**src/rtl/add_pkg.sv**
```systemverilog
// Shared defaults and configuration check for the pipelined adder.
package add_pkg;

    localparam int ADD_W      = 64;
    localparam int ADD_STAGES = 4;

    function automatic bit add_cfg_ok(input int w, input int stages);
        return (stages >= 1) && (stages <= w) && ((w % stages) == 0);
    endfunction

endpackage

```
**src/rtl/add_slice.sv**
```systemverilog
// One S-bit carry slice: registered sum and carry-out, loads only when en is high.
module add_slice #(
    parameter int S = 16
) (
    input  logic         clk,
    input  logic         reset,
    input  logic         en,
    input  logic [S-1:0] a,
    input  logic [S-1:0] b,
    input  logic         cin,
    output logic [S-1:0] sum,
    output logic         cout
);

    logic [S-1:0] sum_q, sum_d;
    logic         cout_q, cout_d;

    always_comb begin
        {cout_d, sum_d} = {1'b0, a} + {1'b0, b} + {{S{1'b0}}, cin};
    end

    always_ff @(posedge clk) begin
        if (reset) begin
            sum_q  <= '0;
            cout_q <= 1'b0;
        end else if (en) begin
            sum_q  <= sum_d;
            cout_q <= cout_d;
        end
    end

    assign sum  = sum_q;
    assign cout = cout_q;

endmodule

```
**src/rtl/add_pipe.sv**
```systemverilog
// Pipelined W-bit adder, STAGES cycles input to registered output, throughput 1.
// The whole pipe advances together; a stalled output holds every stage and drops in_ready.
module add_pipe
    import add_pkg::*;
#(
    parameter int W      = ADD_W,
    parameter int STAGES = ADD_STAGES
) (
    input  logic         clk,
    input  logic         reset,
    input  logic         in_valid,
    output logic         in_ready,
    input  logic [W-1:0] a,
    input  logic [W-1:0] b,
    input  logic         cin,
    output logic         out_valid,
    input  logic         out_ready,
    output logic [W-1:0] q,
    output logic         cout
);

    localparam int S = W / STAGES;

    if (!add_cfg_ok(W, STAGES)) begin : g_bad_cfg
        $fatal(1, "add_pipe: need 1 <= STAGES <= W and W a multiple of STAGES");
    end

    logic                    adv;
    logic                    acc;
    logic [STAGES-1:0]       vld_q, vld_d;
    logic [STAGES-1:0][S-1:0] res;
    logic [STAGES-1:0]       carry;

    assign adv      = !out_valid || out_ready;
    assign in_ready = adv;
    assign acc      = in_valid && adv;

    always_comb begin
        vld_d = vld_q;
        if (adv) begin
            vld_d[0] = acc;
            for (int i = 1; i < STAGES; i++) begin
                vld_d[i] = vld_q[i-1];
            end
        end
    end

    always_ff @(posedge clk) begin
        if (reset) begin
            vld_q <= '0;
        end else begin
            vld_q <= vld_d;
        end
    end

    for (genvar k = 0; k < STAGES; k++) begin : g_slice
        logic [S-1:0] op_a, op_b, sum;
        logic         c_in;

        if (k == 0) begin : g_in0
            assign op_a = a[S-1:0];
            assign op_b = b[S-1:0];
            assign c_in = cin;
        end else begin : g_skew
            // Operand slice k waits k cycles so it meets slice k-1's carry.
            logic [S-1:0] a_sk_q [k];
            logic [S-1:0] b_sk_q [k];

            always_ff @(posedge clk) begin
                if (reset) begin
                    for (int i = 0; i < k; i++) begin
                        a_sk_q[i] <= '0;
                        b_sk_q[i] <= '0;
                    end
                end else if (adv) begin
                    a_sk_q[0] <= a[k*S +: S];
                    b_sk_q[0] <= b[k*S +: S];
                    for (int i = 1; i < k; i++) begin
                        a_sk_q[i] <= a_sk_q[i-1];
                        b_sk_q[i] <= b_sk_q[i-1];
                    end
                end
            end

            assign op_a = a_sk_q[k-1];
            assign op_b = b_sk_q[k-1];
            assign c_in = carry[k-1];
        end

        add_slice #(.S(S)) u_slice (
            .clk   (clk),
            .reset (reset),
            .en    (adv),
            .a     (op_a),
            .b     (op_b),
            .cin   (c_in),
            .sum   (sum),
            .cout  (carry[k])
        );

        if (k == STAGES-1) begin : g_last
            assign res[k] = sum;
        end else begin : g_deskew
            logic [S-1:0] ds_q [STAGES-1-k];

            always_ff @(posedge clk) begin
                if (reset) begin
                    for (int i = 0; i < STAGES-1-k; i++) begin
                        ds_q[i] <= '0;
                    end
                end else if (adv) begin
                    ds_q[0] <= sum;
                    for (int i = 1; i < STAGES-1-k; i++) begin
                        ds_q[i] <= ds_q[i-1];
                    end
                end
            end

            assign res[k] = ds_q[STAGES-2-k];
        end
    end

    assign out_valid = vld_q[STAGES-1];
    assign q         = res;
    assign cout      = carry[STAGES-1];

endmodule

```
**config.mk**
```make
export PLATFORM = sky130hd
export DESIGN_NAME = add_pipe
export DESIGN_NICKNAME = d
export VERILOG_FILES = /design/src/rtl/add_pkg.sv /design/src/rtl/add_slice.sv /design/src/rtl/add_pipe.sv
export SDC_FILE = /design/constraint.sdc
export NUM_CORES = 1
export LEC_CHECK = 0
export CAP_MARGIN = 15
export CORE_MARGIN = 3
export CORE_UTILIZATION = 35
export CTS_CLUSTER_SIZE = 14
export DETAILED_ROUTE_END_ITERATION = 8
export PLACE_DENSITY = 0.57
export SYNTH_ARGS = -nofsm -noshare
export SYNTH_HDL_FRONTEND = slang
export SYNTH_SLANG_ARGS = --single-unit
```
**constraint.sdc**
```tcl
create_clock -name clk -period 10.8 [get_ports clk]
set_input_delay 1.62 -clock clk [delete_from_list [all_inputs] [get_ports clk]]
set_output_delay 1.62 -clock clk [all_outputs]
set_load 0.01 [all_outputs]
```
==> results of run 1 <==
==> per-stage QoR <==
step / setup WS (ns) / power [W] / instances / hold WS, ns / area (um^2)
after detailed placement: 5.163 / 0.001938 / 2041 / 0.4345 / 18550
after CTS: 5.328 / 0.003347 / 2115 / 0.4431 / 19910
after global placement: 5.241 / 0.001933 / 2041 / 0.4291 / 18550
after global routing: 5.246 / 0.003438 / 2115 / 0.4648 / 19910
final: 5.381 / 0.003295 / 2115 / 0.4377 / 19910
after floorplan: 2.491 / 0.001812 / 1322 / 0.4167 / 16190
==> power groups by stage <==
| stage | combinational [W] | sequential (W) | clock, W |
|---|---|---|---|
| 6_report | 0.000295 | 0.00161 | 0.00139 |
| 3_5_place_dp | 0.000296 | 0.00164 | 0 |
| 2_1_floorplan | 0.000180 | 0.00163 | 0 |
| 4_1_cts | 0.000298 | 0.00161 | 0.00144 |
| 5_1_grt | 0.000329 | 0.00162 | 0.00149 |
| 3_3_place_gp | 0.000291 | 0.00164 | 0 |
==> metal layers <==
metal	track usage, %	routed length [um]	vias to the layer above
met5	0	0	-
met4	4.466	898	0
met3	2.547	1408	55
li1	-	-	4998
met1	19.02	16050	4571
met2	21.15	15160	206
==> cell families after synthesis <==
group | synth area share [%]
adders and majority gates | 5.627
buffers and inverters | 3.486
AOI/OAI and AO/OA | 9.476
xor gates and xnor gates | 1.840
and+or+nand+nor | 17.24
DFF | 62.33
==> final timing paths <==
kind                                                 from                                            end  slack (ns)  depth (start not counted)
setup / recovery                                out_ready                                       in_ready        5.38                          6
hold / removal    g_slice[2].u_slice.sum[12]$_SDFFE_PP0N_        g_slice[2].u_slice.sum[12]$_SDFFE_PP0N_        0.44                          2
setup reg to reg                    vld_q[3]$_SDFFE_PP0N_  g_slice[3].g_skew.b_sk_q[0][44]$_SDFFCE_PN0P_        6.96                          7
hold reg to reg   g_slice[2].u_slice.sum[12]$_SDFFE_PP0N_        g_slice[2].u_slice.sum[12]$_SDFFE_PP0N_        0.44                          2
==> cells in the final DEF (no fill, tap or decap), types with 8 or more instances in the layout <==
| cell | netlist | final |
|---|---|---|
| a211oi_1 | 19 | 19 |
| a21oi_1 | 78 | 78 |
| and2_1 | 291 | 291 |
| buf_4 | 33 | 9 |
| clkbuf_1 | 47 | 9 |
| clkbuf_16 | 0 | 41 |
| clkdlybuf4s50_1 | 0 | 198 |
| dfxtp_1 | 72 | 72 |
| edfxtp_1 | 288 | 288 |
| fa_1 | 8 | 8 |
| ha_1 | 60 | 60 |
| inv_1 | 22 | 21 |
| nand2_1 | 88 | 88 |
| nand2b_1 | 9 | 9 |
| nand3_1 | 12 | 12 |
| nor2_1 | 62 | 60 |
| nor3_1 | 17 | 17 |
| o211ai_1 | 12 | 12 |
| o21ai_0 | 43 | 43 |
| o21ai_1 | 21 | 21 |
| xnor2_1 | 18 | 18 |
| xor2_1 | 16 | 16 |
==> synthesized netlist by cell type (12+ instances only) <==
library cell	instances	share of area (%)
o211ai_1	12	0.56
clkbuf_1	47	1.1
nor2_1	62	1.4
edfxtp_1	288	53
and2_1	291	11
buf_4	33	1.5
ha_1	60	4.6
xor2_1	16	0.87
a211oi_1	19	0.88
o21ai_1	21	0.65
nor3_1	17	0.53
dfxtp_1	72	8.9
o21ai_0	43	1.3
xnor2_1	18	0.97
nand3_1	12	0.37
a21oi_1	78	2.4
nand2_1	88	2.0
inv_1	22	0.51
==> registers in the layout (all words and copies together), names as in the netlist <==
name,count
g_slice.u_slice.cout,4
g_slice.g_deskew.ds_q,96
g_slice.g_skew.a_sk_q,96
g_slice.u_slice.sum,64
vld_q,4
g_slice.g_skew.b_sk_q,96
==> layout make-up <==
type / instances / area share, %
multi-input combinational: 850 / 27.91
tap: 600 / 3.771
clock inverter: 20 / 1.244
timing repair buffer: 208 / 10.32
sequential: 360 / 50.68
inverter: 23 / 0.4714
clock buffer: 54 / 5.600
==> worst max-delay path, cell delays in order <==
cell             delay, ns
clkdlybuf4s50_1       0.50
nor2b_4               0.05
buf_4                 0.29
inv_2                 0.24
buf_4                 0.41
clkdlybuf4s50_1       0.64
==> key figures, run 1 <==
Status
  – Run status: finished, final reports clean

Finish
  – Final Util: 43.68%
  – Area Overhead vs Synth: 22.98%
  – Net count, final: 1684
  – Fill cell count: 4213
  – Multi-input gate area: 5557 um^2
  – N_diodes: 0
  – Fraction of layout cells with a size suffix above 1: 6.271%
  – Reg area: 10090 um^2

Detailed routing
  – Wire per inst: 15.84 um
  – Starting DRT DRC Count: 615
  – Final wirelength: 33.51 mm
  – Vias/cell: 4.648
  – Antenna-violating nets left: 0
  – DR vias: 9830
  – DRC viols: 0
  – DR pass1 iterations: 5

Timing
  – Tcrit/Tclk final: 50.18%
  – Crit path time final: 5.419 ns
  – Fin. Hold Viols: 0
  – Slew at the pin closest to its max-slew limit: 1.147 ns
  – Clock skew: 0.01585 ns
  – Fmax: 184.5 MHz
  – RSZ-0062 raised after global routing: no
  – Max-slew headroom: 23.51%
  – Endpoints failing setup: 0
  – Total negative slack: 0 ns
  – Slew Limit Fails: 0

Logic synthesis
  – #FFs+latches synth: 360
  – Syn Nets: 1523
  – Async SR Flop Fraction: 0%
  – Synthesized area per cell: 12.25 um^2
  – Yosys warns: 0
  – Sequential-to-total area share from yosys stat: 62.33%
  – Netlist Area Pre-Place: 16190 um^2
  – Mapped Cells: 1322
  – Top_reg_cell synth: edfxtp_1
  – Netlist cell types: 66
  – Number of flops mapped to enable cells by yosys: 288

Place
  – HPWL Detailed: 22.78 mm
  – Placer Congestion: 0.8362
  – Port Buf Inserts: 199

Global routing
  – Total GRT Usage: 13.52%
  – Grt ovf: 0
  – Initial antenna violation count: 0
  – Vias in the first global route: 9718
  – First-pass GRT wire length: 53.52 mm
  – Pin count of the biggest net entering global routing: 164

Clock network
  – Cts hold-fix bufs: 0
  – CTS clk-pin slew, worst paths: 0.06 ns
  – Clock Tree Root: clkbuf_16
  – Maximum clock insertion buffer count: 3
  – TritonCTS Buffers: 40
  – TritonCTS clock tree: built
  – # clock sinks: 360
  – H-tree Lvls: 2
  – Number of setup buffers added after CTS: 0
  – PostCTS Resize Cnt: 0
  – Worst-Skew Late Latency: 0.53 ns

Floorplan
  – Die extent in y: 221.1 um
  – I/O pin count: 200
  – Starting Density: 35.52%
  – Core box area: 45580 um^2
  – Die Footprint: 48870 um^2
  – Row cnt: 78
  – Die Wd: 221.1 um

Power and ir drop
  – Combinational share of power: 8.9%
  – Leakage power: 7.904 nW
  – PD cells: 165.5 nW/um^2
  – VDD IR-drop max: 0.1026 mV
  – Pint: 0.002582 W
  – Clock power frac: 42.2%
  – Switching pwr: 0.0007134 W
  – Seq pwr share: 48.9%
  – Switching Share: 21.65%

Worst setup path
  – CP required: 9.18 ns
  – Crit Path Max Fanout: 48
  – Worst setup SP type: primary input
  – Critical path type: primary input to output pin
  – Crit path DAT: 3.80 ns
  – Crit path capture type: output pin

Worst hold path
  – Worst Hold Class: flop to flop

Run
  – Max Cap Violations: 0
Power figures use the tool's default switching activity.
==> run 2: changes to the inputs <==
Settings changed: PLACE_DENSITY 0.57 to 0.59.
Clock period 10.8 ns to 4.35 ns, I/O delays scaled along.
==> key figures, run 2 (synthesis results as in run 1) <==
Power and ir drop
  – Pint: 0.006326 W (was 0.002582 W)
  – Combinational share of power: 9.1% (was 8.9%)
  – Clock power frac: 41.5% (was 42.2%)
  – Switching pwr: 0.001754 W (was 0.0007134 W)
  – Leakage power: 7.908 nW (was 7.904 nW)
  – Seq pwr share: 49.5% (was 48.9%)
  – Switching Share: 21.71% (was 21.65%)
  – VDD IR-drop max: 0.2476 mV (was 0.1026 mV)
  – PD cells: 405.4 nW/um^2 (was 165.5 nW/um^2)

Floorplan
  – Core box area: 45580 um^2 (unchanged)
  – Die Wd: 221.1 um (unchanged)
  – Die extent in y: 221.1 um (unchanged)
  – Row cnt: 78 (unchanged)
  – Die Footprint: 48870 um^2 (unchanged)
  – I/O pin count: 200 (unchanged)
  – Starting Density: 35.52% (unchanged)

Worst setup path
  – Crit path capture type: flop (was output pin)
  – R2R depth: 8 (was 7)
  – Critical R2R Capture: g_slice[1].u_slice.sum[8]$_SDFFE_PP0N_ (was g_slice[3].g_skew.b_sk_q[0][44]$_SDFFCE_PN0P_)
  – Critical path type: flop to flop (was primary input to output pin)
  – Crit Path Max Fanout: 4 (was 48)
  – R2R setup slack: 1.51 ns (was 6.96 ns)
  – CP required: 4.78 ns (was 9.18 ns)
  – Worst setup SP type: flop (was primary input)
  – Reg-to-reg startpoint: g_slice[1].g_skew.b_sk_q[0][0]$_SDFFCE_PN0P_ (was vld_q[3]$_SDFFE_PP0N_)
  – Crit path DAT: 3.27 ns (was 3.80 ns)

Timing
  – Slew at the pin closest to its max-slew limit: 0.8705 ns (was 1.147 ns)
  – Max-slew headroom: 41.97% (was 23.51%)
  – Endpoints failing setup: 0 (unchanged)
  – Fmax: 352.1 MHz
  – Clock skew: 0.01379 ns (was 0.01585 ns)
  – Slew Limit Fails: 0 (unchanged)
  – Crit path time final: 2.840 ns
  – RSZ-0062 raised after global routing: no (unchanged)
  – Fin. Hold Viols: 0 (unchanged)
  – Tcrit/Tclk final: 65.29%

Finish
  – Commonest cells after routing, fill and taps aside: and2_1, edfxtp_1, clkdlybuf4s50_1 (unchanged)
  – Net count, final: 1689 (was 1684)
  – Area Overhead vs Synth: 23.13% (was 22.98%)
  – Final cell count without fillers: 2118 (was 2115)
  – Post-route cell area: 19930 um^2 (was 19910 um^2)
  – Fraction of layout cells with a size suffix above 1: 5.933% (was 6.271%)
  – Commonest non-fill, non-tap cell in the layout: and2_1 (unchanged)
  – Largest registers: g_slice.g_deskew.ds_q (96), g_slice.g_skew.a_sk_q (96), g_slice.g_skew.b_sk_q (96) (unchanged)

Clock network
  – Maximum clock insertion buffer count: 3 (unchanged)
  – TritonCTS clock tree: built (unchanged)
  – Number of setup buffers added after CTS: 0 (unchanged)
  – Cts hold-fix bufs: 0 (unchanged)
  – PostCTS Resize Cnt: 0 (unchanged)
  – CTS clk-pin slew, worst paths: 0.06 ns (about the same)
  – Clock Tree Root: clkbuf_16 (unchanged)
  – Worst-Skew Late Latency: 0.55 ns (was 0.53 ns)
  – H-tree Lvls: 2 (unchanged)
  – TritonCTS Buffers: 40 (unchanged)
  – # clock sinks: 360 (unchanged)

Status
  – Run status: finished, final reports clean (unchanged)

Worst hold path
  – HP Start: g_slice[2].u_slice.sum[12]$_SDFFE_PP0N_ (unchanged)
  – Min-Delay Endpoint: g_slice[2].u_slice.sum[12]$_SDFFE_PP0N_ (unchanged)
  – Min-Delay Path Depth: 2 (unchanged)
  – Worst Hold Class: flop to flop (unchanged)

Detailed routing
  – Final wirelength: 33.50 mm (was 33.51 mm)
  – Wire per inst: 15.82 um (was 15.84 um)
  – DRC viols: 0 (unchanged)
  – Starting DRT DRC Count: 669 (was 615)
  – Antenna-violating nets left: 0 (unchanged)
  – DR pass1 iterations: 5 (unchanged)
  – Vias/cell: 4.655 (was 4.648)
  – DR vias: 9859 (was 9830)

Global routing
  – First-pass GRT wire length: 54.23 mm (was 53.52 mm)
  – Grt ovf: 0 (unchanged)
  – Vias in the first global route: 10.06k (was 9718)
  – Total GRT Usage: 13.74% (was 13.52%)
  – Pin count of the biggest net entering global routing: 86 (was 164)
  – Initial antenna violation count: 3 (was 0)

Place
  – Placed Instances: 2046 (was 2041)
  – Placement Cell Area: 18630 um^2 (was 18550 um^2)
  – Placer Congestion: 0.8393 (was 0.8362)
  – Port Buf Inserts: 199 (unchanged)
  – HPWL Detailed: 23.05 mm (was 22.78 mm)

Run
  – Max Cap Violations: 0 (unchanged)
[run 2: changes by cell type in the layout (fill, tap and decap cells not counted), sizes merged]
cell,delta
buf,+5
clkbuf,-4
clkinv,+3
inv,-3
clkinvlp,+1
diode,+1
[run 2: critical path, stage by stage, from the launching register on]
cell      delay, ns
edfxtp_1       0.39
fa_1           0.52
fa_1           0.47
a211oi_1       0.36
o21ai_1        0.23
a21o_1         0.22
a21oi_1        0.16
xor2_1         0.28
o21ai_1        0.08
[run 2: worst max-delay path by stage]
stage	startpoint	endpoint	slack, ns	depth (start not counted)
finish	g_slice[1].g_skew.b_sk_q[0][0]$_SDFFCE_PN0P_	g_slice[1].u_slice.sum[8]$_SDFFE_PP0N_	1.51	8
detailed placement	a[0]	g_slice[0].u_slice.cout$_SDFFE_PP0N_	1.12	10
global placement	a[0]	g_slice[0].u_slice.cout$_SDFFE_PP0N_	1.17	10
global route	g_slice[1].g_skew.b_sk_q[0][0]$_SDFFCE_PN0P_	g_slice[1].u_slice.sum[8]$_SDFFE_PP0N_	1.35	8
CTS	g_slice[1].g_skew.b_sk_q[0][0]$_SDFFCE_PN0P_	g_slice[1].u_slice.sum[8]$_SDFFE_PP0N_	1.50	8
floorplan	out_ready	g_slice[0].g_deskew.ds_q[0][0]$_SDFFCE_PN0P_	-1.58	5
[run 2: metrics by stage]
step           setup WS (ns)  total power [W]  utilization [%]  hold WS, ns  setup TNS [ns]
3_3_place_gp           1.169         0.004795            40.88       0.4287               0
2_1_floorplan         -1.581         0.004499                -       0.4167         -455.46
4_1_cts                1.504         0.008208            43.73       0.4484               0
6_report               1.510         0.008080            43.73       0.4448               0
3_5_place_dp           1.118         0.004810            40.88       0.4364               0
5_1_grt                1.353         0.008428            43.73       0.4591               0
[run 2: area by class of cell]
class                   instances  area, um^2
clock inverters                21       237.7
multi-input cells             850        5557
inverters                      23       92.59
flip-flops and latches        360       10090
fillers                      4220       25640
repair buffers                213        2142
diodes                          1       2.502
well taps                     600       750.7
clock buffers                  50        1060
[run 2: power by group through the flow]
stage / Sequential, W / Combinational, W / Clock [W]
after detailed placement: 0.00407 / 0.000736 / 0
after global routing: 0.00402 / 0.000822 / 0.00359
after global placement: 0.00407 / 0.000726 / 0
after floorplan: 0.00405 / 0.000447 / 0
final: 0.00400 / 0.000732 / 0.00335
after CTS: 0.00400 / 0.000740 / 0.00347
[run 2: per-layer routing]
metal	global-route usage, %	part of all wire [%]	vias up
met1	18.96	47	4566
li1	-	-	5009
met2	21.05	45	216
met5	0	0.081	-
met3	2.759	4.4	64
met4	6.107	3.3	4
==> run 3: changes to the inputs <==
Clock period 4.35 ns to 2.43 ns, I/O delays scaled along.
==> key figures, run 3 (synthesis results as in run 1) <==
Finish
  – Commonest cells after routing, fill and taps aside: and2_1, edfxtp_1, clkdlybuf4s50_1 (unchanged)
  – Largest registers: g_slice.g_deskew.ds_q (96), g_slice.g_skew.a_sk_q (96), g_slice.g_skew.b_sk_q (96) (unchanged)
  – Fraction of layout cells with a size suffix above 1: 9.570% (was 5.933%)
  – Commonest non-fill, non-tap cell in the layout: and2_1 (unchanged)
  – Post-route cell area: 20400 um^2 (was 19930 um^2)
  – Net count, final: 1731 (was 1689)
  – Fill cell count: 4179 (was 4220)
  – Area Overhead vs Synth: 26.02% (was 23.13%)

Place
  – Placement Cell Area: 19010 um^2 (was 18630 um^2)
  – Placer Congestion: 0.8703 (was 0.8393)
  – Port Buf Inserts: 199 (unchanged)
  – Setup WS pre-CTS: -0.4664 ns (was 1.118 ns)
  – HPWL Detailed: 23.81 mm (was 23.05 mm)

Worst setup path
  – Crit path DAT: 2.79 ns (was 3.27 ns)
  – Critical path type: flop to flop (unchanged)
  – Setup crit start: g_slice[3].g_skew.a_sk_q[0][32]$_SDFFCE_PN0P_ (was g_slice[1].g_skew.b_sk_q[0][0]$_SDFFCE_PN0P_)
  – CP required: 2.85 ns (was 4.78 ns)
  – Crit Path Max Fanout: 4 (unchanged)
  – Worst setup SP type: flop (unchanged)
  – Reg-to-reg startpoint: g_slice[3].g_skew.a_sk_q[0][32]$_SDFFCE_PN0P_ (was g_slice[1].g_skew.b_sk_q[0][0]$_SDFFCE_PN0P_)
  – Crit path capture type: flop (unchanged)

Run
  – Max Cap Violations: 0 (unchanged)

Floorplan
  – Core box area: 45580 um^2 (unchanged)
  – I/O pin count: 200 (unchanged)
  – Die extent in y: 221.1 um (unchanged)
  – Die Footprint: 48870 um^2 (unchanged)
  – Die Wd: 221.1 um (unchanged)
  – Row cnt: 78 (unchanged)
  – Starting Density: 35.52% (unchanged)

Power and ir drop
  – Seq pwr share: 49.6% (was 49.5%)
  – VDD IR-drop max: 0.3958 mV (was 0.2476 mV)
  – Clock power frac: 40.9% (was 41.5%)
  – Switching pwr: 0.003107 W (was 0.001754 W)
  – Pint: 0.01132 W (was 0.006326 W)
  – PD cells: 707.4 nW/um^2 (was 405.4 nW/um^2)
  – Leakage power: 8.160 nW (was 7.908 nW)
  – Combinational share of power: 9.6% (was 9.1%)
  – Switching Share: 21.53% (was 21.71%)

Detailed routing
  – Final wirelength: 33.81 mm (was 33.50 mm)
  – DR pass1 iterations: 5 (unchanged)
  – Wire per inst: 15.67 um (was 15.82 um)
  – Starting DRT DRC Count: 624 (was 669)
  – Antenna-violating nets left: 0 (unchanged)
  – DR vias: 10.07k (was 9859)
  – DRC viols: 0 (unchanged)
  – Vias/cell: 4.665 (was 4.655)

Timing
  – RSZ-0062 raised after global routing: yes (was no)
  – Fin. Hold Viols: 0 (unchanged)
  – Final Worst Setup Slack: 0.05981 ns (was 1.510 ns)
  – Crit path time final: 2.370 ns (was 2.840 ns)
  – Slew at the pin closest to its max-slew limit: 0.6265 ns (was 0.8705 ns)
  – Clock skew: 0.01574 ns (was 0.01379 ns)
  – Fmax: 421.9 MHz (was 352.1 MHz)
  – Slew Limit Fails: 0 (unchanged)
  – Endpoints failing setup: 0 (unchanged)
  – Max-slew headroom: 58.23% (was 41.97%)
  – Tcrit/Tclk final: 97.54% (was 65.29%)

Global routing
  – Pin count of the biggest net entering global routing: 180 (was 86)
  – First-pass GRT wire length: 53.79 mm (was 54.23 mm)
  – Initial antenna violation count: 1 (was 3)
  – Total GRT Usage: 13.57% (was 13.74%)
  – Grt ovf: 0 (unchanged)
  – Vias in the first global route: 9941 (was 10.06k)

Clock network
  – Maximum clock insertion buffer count: 3 (unchanged)
  – H-tree Lvls: 2 (unchanged)
  – # clock sinks: 360 (unchanged)
  – Cts hold-fix bufs: 0 (unchanged)
  – Worst-Skew Late Latency: 0.54 ns (was 0.55 ns)
  – Clock Tree Root: clkbuf_16 (unchanged)
  – TritonCTS Buffers: 40 (unchanged)
  – TritonCTS clock tree: built (unchanged)
  – CTS clk-pin slew, worst paths: 0.06 ns (about the same)

Worst hold path
  – Worst Hold Class: primary input to flop (was flop to flop)
  – HP Start: reset (was g_slice[2].u_slice.sum[12]$_SDFFE_PP0N_)

Status
  – Run status: finished, final reports clean (unchanged)
[run 3: cell types whose count changed in the layout (fill, tap and decap cells not counted), sizes merged]
cell and delta:
clkbuf +4, inv -2, bufinv -1, clkinvlp -2
buf +42, clkinv -1
[run 3: critical path, stage by stage, from the launching register on]
cell	delay (ns)
edfxtp_1	0.41
fa_2	0.43
inv_1	0.09
fa_2	0.21
nand2b_4	0.15
a21oi_4	0.06
o41a_4	0.48
o221ai_2	0.19
xor2_1	0.17
o21ai_1	0.07
[run 3: per-stage QoR]
stage          utilization, %  TNS [ns]  cells  hold slack (ns)  total power (W)
6_report                44.76         0   2158           0.3741          0.01443
5_1_grt                 44.76  -0.07713   2158           0.3649          0.01506
4_1_cts                 44.58         0   2155           0.3381          0.01462
2_1_floorplan               -   -929.79   1322           0.4167         0.008054
3_3_place_gp            41.72    -3.092   2085           0.4313         0.008626
3_5_place_dp            41.72    -3.885   2085           0.4376         0.008651
[run 3: final cells by class]
cell class / count / area, um^2 / area share (%)
sequential: 360 / 10100 / 49.49
multi-input combinational: 850 / 5642 / 27.66
timing repair buffer: 255 / 2545 / 12.48
clock buffer: 54 / 1095 / 5.367
tap: 600 / 750.7 / 3.680
clock inverter: 15 / 176.4 / 0.8648
inverter: 23 / 92.59 / 0.4539
antenna: 1 / 2.502 / 0.01227
[run 3: layer usage]
| metal | up-vias | track usage (%) | part of all wire (%) |
|---|---|---|---|
| li1 | 5087 | - | - |
| met1 | 4701 | 19.26 | 48 |
| met2 | 228 | 20.83 | 45 |
| met3 | 51 | 3.025 | 4.6 |
| met4 | 0 | 4.155 | 2.3 |
| met5 | - | 0 | 0 |
[run 3: worst paths after layout]
path | end | slack [ns] | cells past startpoint
hold / removal | g_slice[1].u_slice.sum[3]$_SDFFE_PP0N_ | 0.37 | 3
hold reg to reg | g_slice[0].u_slice.sum[9]$_SDFFE_PP0N_ | 0.44 | 2
setup reg to reg | g_slice[3].u_slice.sum[14]$_SDFFE_PP0N_ | 0.06 | 9
setup / recovery | g_slice[3].u_slice.sum[14]$_SDFFE_PP0N_ | 0.06 | 9
[run 3: power groups by stage]
stage / combinational (W) / clock (W) / sequential (W)
2_1_floorplan: 0.000799 / 0 / 0.00725
3_3_place_gp: 0.00134 / 0 / 0.00728
3_5_place_dp: 0.00136 / 0 / 0.00729
6_report: 0.00138 / 0.00590 / 0.00716
5_1_grt: 0.00153 / 0.00634 / 0.00720
4_1_cts: 0.00137 / 0.00609 / 0.00716
[run 3: repair_timing]
action | 4_1_cts | 5_1_grt
hold endpoints to repair | 0 | 0
setup endpoints to repair | 10 | 15
resized for setup | 7 | 14
gates cloned | 0 | 0
buffers inserted | 1 | 2
pin swaps | 4 | 7
